--- src/rtl/mux_arb_pkg.sv ---
// rtl/mux_arb_pkg.sv - shared types and constants for the mux select arbiter
//
// Purpose: channel count, the mux select code type shared with the mux-side
// integration, the arbiter state encoding and a one-hot decode helper.
// Ports: none (package).

package mux_arb_pkg;

  localparam int unsigned NUM_CH = 4;

  typedef logic [1:0] sel_t;

  typedef enum logic {IDLE, GRANT} arb_state_t;

  // One-hot decode of a select code, used for in_ready and for masking the
  // channel that just hit its burst limit.
  function automatic logic [NUM_CH-1:0] sel_onehot(input sel_t s);
    logic [NUM_CH-1:0] oh;
    oh    = '0;
    oh[s] = 1'b1;
    return oh;
  endfunction

endpackage

--- src/rtl/rr_pick4.sv ---
// rtl/rr_pick4.sv - combinational 4-way round-robin picker
//
// Purpose: returns the first set bit of req, scanning ptr, ptr+1, ... mod 4.
// Ports:
//   req  in  4 : request vector
//   ptr  in  2 : index at which the scan starts
//   idx  out 2 : selected index (equals ptr when req is zero)
//   any  out 1 : req has at least one bit set

module rr_pick4
  import mux_arb_pkg::*;
(
  input  logic [NUM_CH-1:0] req,
  input  sel_t              ptr,
  output sel_t              idx,
  output logic              any
);

  // Scan from the farthest offset down to offset 0 so the nearest requester
  // to ptr is the last assignment and wins. The 2-bit sum wraps mod 4.
  always_comb begin
    sel_t cand;
    cand = ptr;
    idx  = ptr;
    for (int k = NUM_CH - 1; k >= 0; k--) begin
      cand = ptr + sel_t'(k);
      if (req[cand]) begin
        idx = cand;
      end
    end
  end

  assign any = |req;

endmodule

--- src/rtl/mux_sel_arbiter.sv ---
// rtl/mux_sel_arbiter.sv - 4-channel round-robin arbiter driving the 4:1 mux select
//
// Purpose: grants one channel at a time to a single downstream consumer,
// holding the grant for up to MAX_BURST consecutive transfers, and owns the
// registered mux select code.
// Ports:
//   clk        in  1 : rising-edge clock
//   rst_n      in  1 : asynchronous active-low reset
//   in_valid   in  4 : per-channel request (bit 0 = mux in_a ... bit 3 = in_d)
//   out_ready  in  1 : downstream accepts the current transfer
//   sel        out 2 : registered mux select code
//   out_valid  out 1 : selected channel's data is valid
//   in_ready   out 4 : one-hot ready to the granted channel
//   busy       out 1 : a grant is held

module mux_sel_arbiter
  import mux_arb_pkg::*;
#(
  parameter int unsigned MAX_BURST = 4
) (
  input  logic              clk,
  input  logic              rst_n,
  input  logic [NUM_CH-1:0] in_valid,
  input  logic              out_ready,
  output sel_t              sel,
  output logic              out_valid,
  output logic [NUM_CH-1:0] in_ready,
  output logic              busy
);

  localparam int unsigned   BW        = (MAX_BURST > 1) ? $clog2(MAX_BURST) : 1;
  localparam logic [BW-1:0] BCNT_LAST = BW'(MAX_BURST - 1);

  arb_state_t    state_q;
  sel_t          sel_q;
  sel_t          ptr_q;
  logic [BW-1:0] bcnt_q;

  sel_t          ptr_d;
  logic [BW-1:0] bcnt_d;

  logic              granted;
  logic              cur_valid;
  logic              hs;
  logic              limit_hit;
  logic              end_of_grant;
  logic [NUM_CH-1:0] eog_req;
  sel_t              idle_idx;
  sel_t              eog_idx;
  logic              idle_any;
  logic              eog_any;

  assign granted      = (state_q == GRANT);
  assign cur_valid    = in_valid[sel_q];
  assign hs           = granted & cur_valid & out_ready;
  assign limit_hit    = hs & (bcnt_q == BCNT_LAST);
  assign end_of_grant = granted & (limit_hit | ~cur_valid);

  // The channel that just used its full burst is masked so a waiting peer
  // wins; a lone requester comes back one cycle later through IDLE.
  assign eog_req = limit_hit ? (in_valid & ~sel_onehot(sel_q)) : in_valid;

  assign ptr_d  = sel_q + sel_t'(1);
  assign bcnt_d = bcnt_q + BW'(1);

  rr_pick4 u_pick_idle (
    .req (in_valid),
    .ptr (ptr_q),
    .idx (idle_idx),
    .any (idle_any)
  );

  rr_pick4 u_pick_eog (
    .req (eog_req),
    .ptr (ptr_d),
    .idx (eog_idx),
    .any (eog_any)
  );

  always_ff @(posedge clk or negedge rst_n) begin
    if (!rst_n) begin
      state_q <= IDLE;
      sel_q   <= '0;
      ptr_q   <= '0;
      bcnt_q  <= '0;
    end else begin
      case (state_q)
        IDLE: begin
          if (idle_any) begin
            sel_q   <= idle_idx;
            bcnt_q  <= '0;
            state_q <= GRANT;
          end
        end
        GRANT: begin
          if (end_of_grant) begin
            ptr_q <= ptr_d;
            if (eog_any) begin
              // Back-to-back hand-off, no bubble cycle.
              sel_q  <= eog_idx;
              bcnt_q <= '0;
            end else begin
              state_q <= IDLE;
            end
          end else if (hs) begin
            bcnt_q <= bcnt_d;
          end
        end
      endcase
    end
  end

  // Decoded from state and inputs only; out_ready never reaches out_valid.
  assign sel       = sel_q;
  assign busy      = granted;
  assign out_valid = granted & cur_valid;
  assign in_ready  = granted ? (sel_onehot(sel_q) & {NUM_CH{out_ready}}) : '0;

endmodule

--- config.mk ---
export PLATFORM = sky130hd
export DESIGN_NAME = mux_sel_arbiter
export DESIGN_NICKNAME = d
export VERILOG_FILES = /design/src/rtl/mux_arb_pkg.sv /design/src/rtl/rr_pick4.sv /design/src/rtl/mux_sel_arbiter.sv
export SDC_FILE = /design/constraint.sdc
export NUM_CORES = 1
export LEC_CHECK = 0
export CORE_MARGIN = 2
export CORE_UTILIZATION = 45
export DETAILED_ROUTE_END_ITERATION = 10
export GPL_TIMING_DRIVEN = 0
export PLACE_DENSITY = 0.82
export RECOVER_POWER = 100
export SLEW_MARGIN = 5
export SYNTH_ARGS = -nofsm -noshare
export SYNTH_HDL_FRONTEND = slang
export SYNTH_SLANG_ARGS = --single-unit
--- constraint.sdc ---
create_clock -name clk -period 2.15 [get_ports clk]
set_clock_uncertainty 0.05 [all_clocks]
set_input_delay 0.5375 -clock clk [delete_from_list [all_inputs] [get_ports clk]]
set_output_delay 0.5375 -clock clk [all_outputs]
set_load 0.01 [all_outputs]
; Yosys cells after proc, flatten, opt, wreduce, memory -nomap -nowiden
; Index checks and enable logic that the tools add are counted.
[classes]
addsub = 8
multipliers = 0
div = 0
order_cmp = 10
n_eq_ne = 6
shifts = 0
muxes = 43
bitwise_logic = 10
reduce_logical = 6
[ops]
columns = cell, count
row1 = $mux 2, 15
row2 = $lt 2x3->1 const B, 9
row3 = $bmux 1 s2, 9
row4 = $mux 1, 13
row5 = $add 2x1->2 const B, 4
row6 = $add 2x2->2 const B, 4
row7 = $and 4x4->4, 2
row8 = $mux 4, 2
row9 = $pmux 2 s2, 2
row10 = $reduce_or 4->1, 2
row11 = $reduce_and 3->1, 2
row12 = $and 1x1->1, 4
row13 = $ne 2x1->1 const B, 2
row14 = $not 4->4, 1
row15 = $ne 3x1->1 const B, 1
row16 = $ne 3x2->1 const B, 1
row17 = $demux 1 s2, 1
row18 = $eq 2x2->1 const B, 1
row19 = $ge 2x1->1 const B, 1
row20 = $ne 2x2->1 const B, 1
row21 = $not 1->1, 2
row22 = $pmux 1 s2, 1
row23 = $reduce_and 2->1, 1
row24 = $logic_and 1x1->1, 1
row25 = $or 1x1->1, 1
[word_totals]
regBits = 7
latch_bits = 0
ram_bits = 0
mem_bits_ro = 0
inputBits = 7
word_cells = 87
mem_count = 0

; Logic depth before layout (Yosys ltp)
[depth]
ltp_word = 16
ltp_mapped = 9

; By module
; From an unflattened synthesis, not the netlist that was laid out.
[unflattened]
cells_unflattened = 80
area_unflattened_um2 = 737.0
[modules_own_cells]
columns = module, instances, cells_per_inst, area_each_um2
row1 = mux_sel_arbiter, 1, 48, 536.8
row2 = rr_pick4, 2, 16, 100.1

; Worst setup path before layout
; Ideal clock, no wire load.
[synth_timing]
path_type = register -> register
from = register sel_q[0] (netlist: sel[0])
to = register sel_q[0] (netlist: sel[0])
setup_time_ns = 0.124
arrival_time_ns = 2.270
t_required_ns = 1.976
slack_ns = -0.294
path_stages_with_launch = 10
n_path_buf = 1
path_cell_list = dfrtp_1 > clkbuf_1 > inv_1 > ha_1 > and4_1 > a21o_2 > or3_1 > a21oi_1 > nor3_1 > a211o_1
[synth_between]
word_cells_on_any_way = 39
classes_between = add/sub: 4 / order compare: 2 / eq/ne: 2 / mux: 20 / bitwise: 8 / reduce/logical: 3
[synth_lines]
columns = element, line
row1 = "start, declared", mux_sel_arbiter.sv:35  ; sel_t sel_q;
row2 = "start signal, assigned", mux_sel_arbiter.sv:90  ; sel_q <= idle_idx;
row3 = "start signal, assigned", mux_sel_arbiter.sv:100  ; sel_q <= eog_idx;
row4 = $add 2x1->2 (*), mux_sel_arbiter.sv:63  ; assign ptr_d = sel_q + sel_t'(1);
row5 = via ptr_d[0], mux_sel_arbiter.sv:39  ; sel_t ptr_d;
row6 = $add 2x2->2, rr_pick4.sv:26  ; cand = ptr + sel_t'(k);
row7 = $bmux 1 s2, rr_pick4.sv:27  ; if (req[cand]) begin
row8 = $mux 1 (implied by the code), rr_pick4.sv:27
row9 = $mux 2 (3 in series), rr_pick4.sv:27
row10 = $mux 2 (*), rr_pick4.sv:27
row11 = $mux 2 (*), mux_sel_arbiter.sv:98  ; if (eog_any) begin
row12 = $mux 2 (*), mux_sel_arbiter.sv:96  ; if (end_of_grant) begin
row13 = $pmux 2 s2 (*), mux_sel_arbiter.sv:87  ; case (state_q)
; Mark *: on every way through the listed nets, which the timed path passes. The rest lies on a longest branch. The select of a mux whose other input is x is not followed.
; A chain may end at the register's enable or synchronous reset.

; Worst setup path in the final report
[layout_timing]
from = input port in_valid[3]
to = register sel_q[1] (netlist: sel[1])
[layout_between]
elab_chain_len = 15
word_cells_on_any_way = 44
classes_between = eq/ne: 3 / mux: 31 / bitwise: 7 / reduce/logical: 3
[layout_lines]
columns = element, line
row1 = "start, declared", mux_sel_arbiter.sv:23  ; input logic [NUM_CH-1:0] in_valid,
row2 = $bmux 1 s2, mux_sel_arbiter.sv:54  ; assign cur_valid = in_valid[sel_q];
row3 = $mux 1 (implied by the code), mux_sel_arbiter.sv:54
row4 = $and 1x1->1 (2 in series), mux_sel_arbiter.sv:55  ; assign hs = granted & cur_valid & out_ready;
row5 = $and 1x1->1, mux_sel_arbiter.sv:56  ; assign limit_hit = hs & (bcnt_q == BCNT_LAST);
row6 = $mux 4, mux_sel_arbiter.sv:61  ; assign eog_req = limit_hit ? (in_valid & ~sel_onehot(sel_q)) : in_valid;
row7 = $bmux 1 s2, rr_pick4.sv:27
row8 = $mux 1 (implied by the code), rr_pick4.sv:27
row9 = $mux 2 (4 in series), rr_pick4.sv:27
row10 = $mux 2, mux_sel_arbiter.sv:98
row11 = $mux 2, mux_sel_arbiter.sv:96
row12 = $pmux 2 s2, mux_sel_arbiter.sv:87
; Several ways; a longest one is shown, not always the timed one. The select of a mux whose other input is x is not followed.

==> impl_metrics.yaml <==
yosys:
  synth-main-ff-cell: "sky130_fd_sc_hd__dfrtp_1"
  post_synth.cell_area_avg_um2: 8.924
  yosysWarnings: 0
  synth_area_um2: 740.7
  postSynthRegisterBits: 7
  postSynthCellCount: 83
  share_of_synthesized_flip_flops_with_an_asynchronous_set_or_reset_pct: 100.0
  synth_enable_flop_cells: 0
  post_synth_num_cell_types: 35
  mappedNetlistNets: 95
  yosysSeqAreaShare_pct: 23.65
power:
  vdd_ir_drop_max_mv: 0.7261
  p_per_area_nw_per_um2: 1304
  power.leakage_nw: 0.5424
worst_setup_path:
  cp_data_arrival_time_ns: 2.51
  worstSetupPathType: "primary input to flip-flop"
  critPathSlowestCell: "sky130_fd_sc_hd__mux4_2"
  worstPathBufferInverterCount: 2
  critical_path_required_ns: 2.23
  slowest_delay_ns: 0.53
  nature_of_the_critical_path_endpoint: "flip-flop"
  worstSetupStartpointType: "primary input"
  path_max_fanout: 6
  cpLargestDelayFamily: "compound AO/OA/AOI/OAI gates"
  timing.critical_path.cells: "buf_2, mux4_2, buf_6, a31oi_4, o21ai_1, a211o_1, a31o_2, mux2_4"
floorplanning:
  die_height_um: 44.57
  core_area_um2: 1524
  start_util_pct: 48.60
  die_area_um2: 1986
  rows: 14
  ioPinCount: 15
  die_width_um: 44.57
sta:
  final-max-slew-violation-count: 0
  timing.final.hold_violations: 0
  report.final.setup_viol: 5
  rsz0062_at_grt: "yes"
  fmaxAchievable_ghz: 0.4105
  timing.final.crit_period_ns: 2.436
  timing_worst_slew_pin_value_ns: 0.4296
  timing.hold.ws_ns: 0.4624
  slew_headroom_pct: 71.30
  postLayoutSetupSlackWorst_ns: -0.2861
  finalCritPeriodShare_pct: 113.3
clocking:
  clock_tree.root_cell: "sky130_fd_sc_hd__clkbuf_4"
  insertion_delay_ns: 0.24
  htreeDepth: 1
  tritoncts: "built"
  clock_tree.buffer_depth: 2
  cts_inserted_buffers: 3
  clock_sinks: 7
  cts_hold_repair.buffers: 0
  clkSlewWorstSetupHoldPaths_ns: 0.05
detailed_routing:
  drt_iter0_drc: 20
  ant_nets: 0
  detail_route.drc_violations: 0
  highest_layer: "met4"
  wl_per_cell_um: 18.08
  met2_layer_wire_length_in_the_routed_design_mm: 1.176
  route.vias.total: 839
  route.final.wire_length_mm: 2.405
  routed_length_on_met3_um: 116
  wl_met1_mm: 1.008
  drt_pass1_iterations: 4
  detail_route.vias_per_cell: 6.308
finish:
  commonest_cells_after_routing_fill_and_taps_aside: "sky130_fd_sc_hd__buf_4 (10), sky130_fd_sc_hd__inv_1 (8), sky130_fd_sc_hd__buf_6 (6)"
  final_layout_size_suffix_gt1_share_pct: 51.28
  fill_cells: 113
  most_common_cell_after_layout_fill_and_taps_aside: "sky130_fd_sc_hd__buf_4"
  layout_overhead_on_the_synthesized_area_pct: 56.59
  area.sequential_um2: 177.7
  n_antenna_cell: 0
  layout.nets: 130
  multi_input_area_um2: 625.6
worst_hold_path:
  min_path_type: "flip-flop to flip-flop"
outcome:
  outcome: "complete, but fails checks"
  violations: "setup timing"
global_routing:
  grt.total_usage_pct: 25.97
  antenna_violations_before_repair: 0
  grt_pass1_wl_mm: 3.650
  grt_pass1_vias: 792
  grt_start_max_net_pins: 11
  globalRouteOverflowTotal: 0
place:
  post-place-ws_ns: -0.8430
  buffer_ports.inserted: 14
  dp_hpwl_mm: 1.415
  gp_congestion: 0.8172
flow_run:
  drv.max_cap_violation_count: 0
Yosys cell counts (2+ instances only):
| cell | n | area [um2] |
|---|---|---|
| sky130_fd_sc_hd__a211o_1 | 2 | 17.52 |
| sky130_fd_sc_hd__a21o_2 | 3 | 26.28 |
| sky130_fd_sc_hd__a21oi_1 | 4 | 20.02 |
| sky130_fd_sc_hd__a31oi_4 | 2 | 42.54 |
| sky130_fd_sc_hd__and3_1 | 5 | 31.28 |
| sky130_fd_sc_hd__and4_1 | 2 | 17.52 |
| sky130_fd_sc_hd__clkbuf_1 | 2 | 7.510 |
| sky130_fd_sc_hd__dfrtp_1 | 7 | 175.2 |
| sky130_fd_sc_hd__ha_1 | 5 | 62.56 |
| sky130_fd_sc_hd__inv_1 | 10 | 37.54 |
| sky130_fd_sc_hd__mux2_2 | 2 | 22.52 |
| sky130_fd_sc_hd__mux2i_1 | 2 | 20.02 |
| sky130_fd_sc_hd__nand2_1 | 4 | 15.01 |
| sky130_fd_sc_hd__nor2_1 | 4 | 15.01 |
| sky130_fd_sc_hd__nor3_1 | 3 | 15.01 |
| sky130_fd_sc_hd__o2111ai_1 | 2 | 17.52 |
| sky130_fd_sc_hd__o21ai_0 | 6 | 30.03 |
repair_timing:
action,in CTS,in global routing
endpoints found under the setup margin,12,7
setup buffers,11,5
gates resized for setup,46,21
pin swaps,11,4
final cells by class:
type / instances / area share (%)
buffer: 2 / 1.726
clock buffer: 4 / 2.265
inverter: 10 / 3.884
multi-input combinational: 64 / 53.94
sequential: 7 / 15.32
tap: 16 / 1.726
timing repair buffer: 30 / 21.14
registers in the layout, summed over array words and instances (netlist names):
register / cells
bcnt_q: 2
ptr_q: 2
sel: 2
busy: 1
power breakdown:
group	internal, W	switching (W)	total, W	leakage, nW
Combinational	0.000586	0.000562	0.00115	0.447
Clock	0.0000704	0.0000418	0.000112	0.0150
Sequential	0.000196	0.0000562	0.000252	0.0804
routing by layer:
layer | track usage [%] | vias up
li1 | - | 386
met1 | 35.10 | 412
met2 | 38.55 | 28
met3 | 4.082 | 13
met4 | 15.76 | 0
met5 | 0 | -
worst register-to-register path: cells and delay by family (launching register included):
| family | cells | cell delay [ns] |
|---|---|---|
| AOI/OAI and AO/OA | 4 | 0.90 |
| muxes | 2 | 0.82 |
| DFF | 1 | 0.39 |
| buffers and inverters | 1 | 0.16 |
kinds of logic after synthesis:
logic type / count (synthesis) / synth area share, %
buffers and inverters: 12 / 6.082
flip-flops: 7 / 23.65
adder cells (fa/ha/maj): 5 / 8.446
multiplexers: 5 / 8.783
AO/OA/AOI/OAI: 31 / 35.48
AND/OR/NAND/NOR: 23 / 17.57
through the flow:
| stage | TNS [ns] | instances | util, % | total power, W | cell area [um2] |
|---|---|---|---|---|---|
| final | -0.7576 | 133 | 76.11 | 0.001512 | 1160 |
| after global routing | -0.9345 | 133 | 76.11 | 0.001606 | 1160 |
| after CTS | -0.6325 | 128 | 70.44 | 0.001305 | 1074 |
| after detailed placement | -5.547 | 113 | 59.85 | 0.0009774 | 912.1 |
| after global placement | -5.258 | 113 | 59.85 | 0.0009590 | 912.1 |
| after floorplan | -0.3647 | 83 | - | 0.0007490 | 752.0 |
path summary, 6_finish.rpt:
| check | start | endpoint | slack (ns) | depth (start not counted) |
|---|---|---|---|---|
| max | in_valid[3] | sel[1] | -0.29 | 8 |
| min | bcnt_q[1] | bcnt_q[1] | 0.46 | 1 |
| max reg2reg | sel[1] | sel[1] | -0.28 | 7 |
| min reg2reg | bcnt_q[1] | bcnt_q[1] | 0.46 | 1 |
| max in group asynchronous | rst_n | sel[0] | 1.25 | 1 |
| min in group asynchronous | rst_n | ptr_q[0] | 0.56 | 1 |
Note: power is estimated with default switching activity, not from simulation.
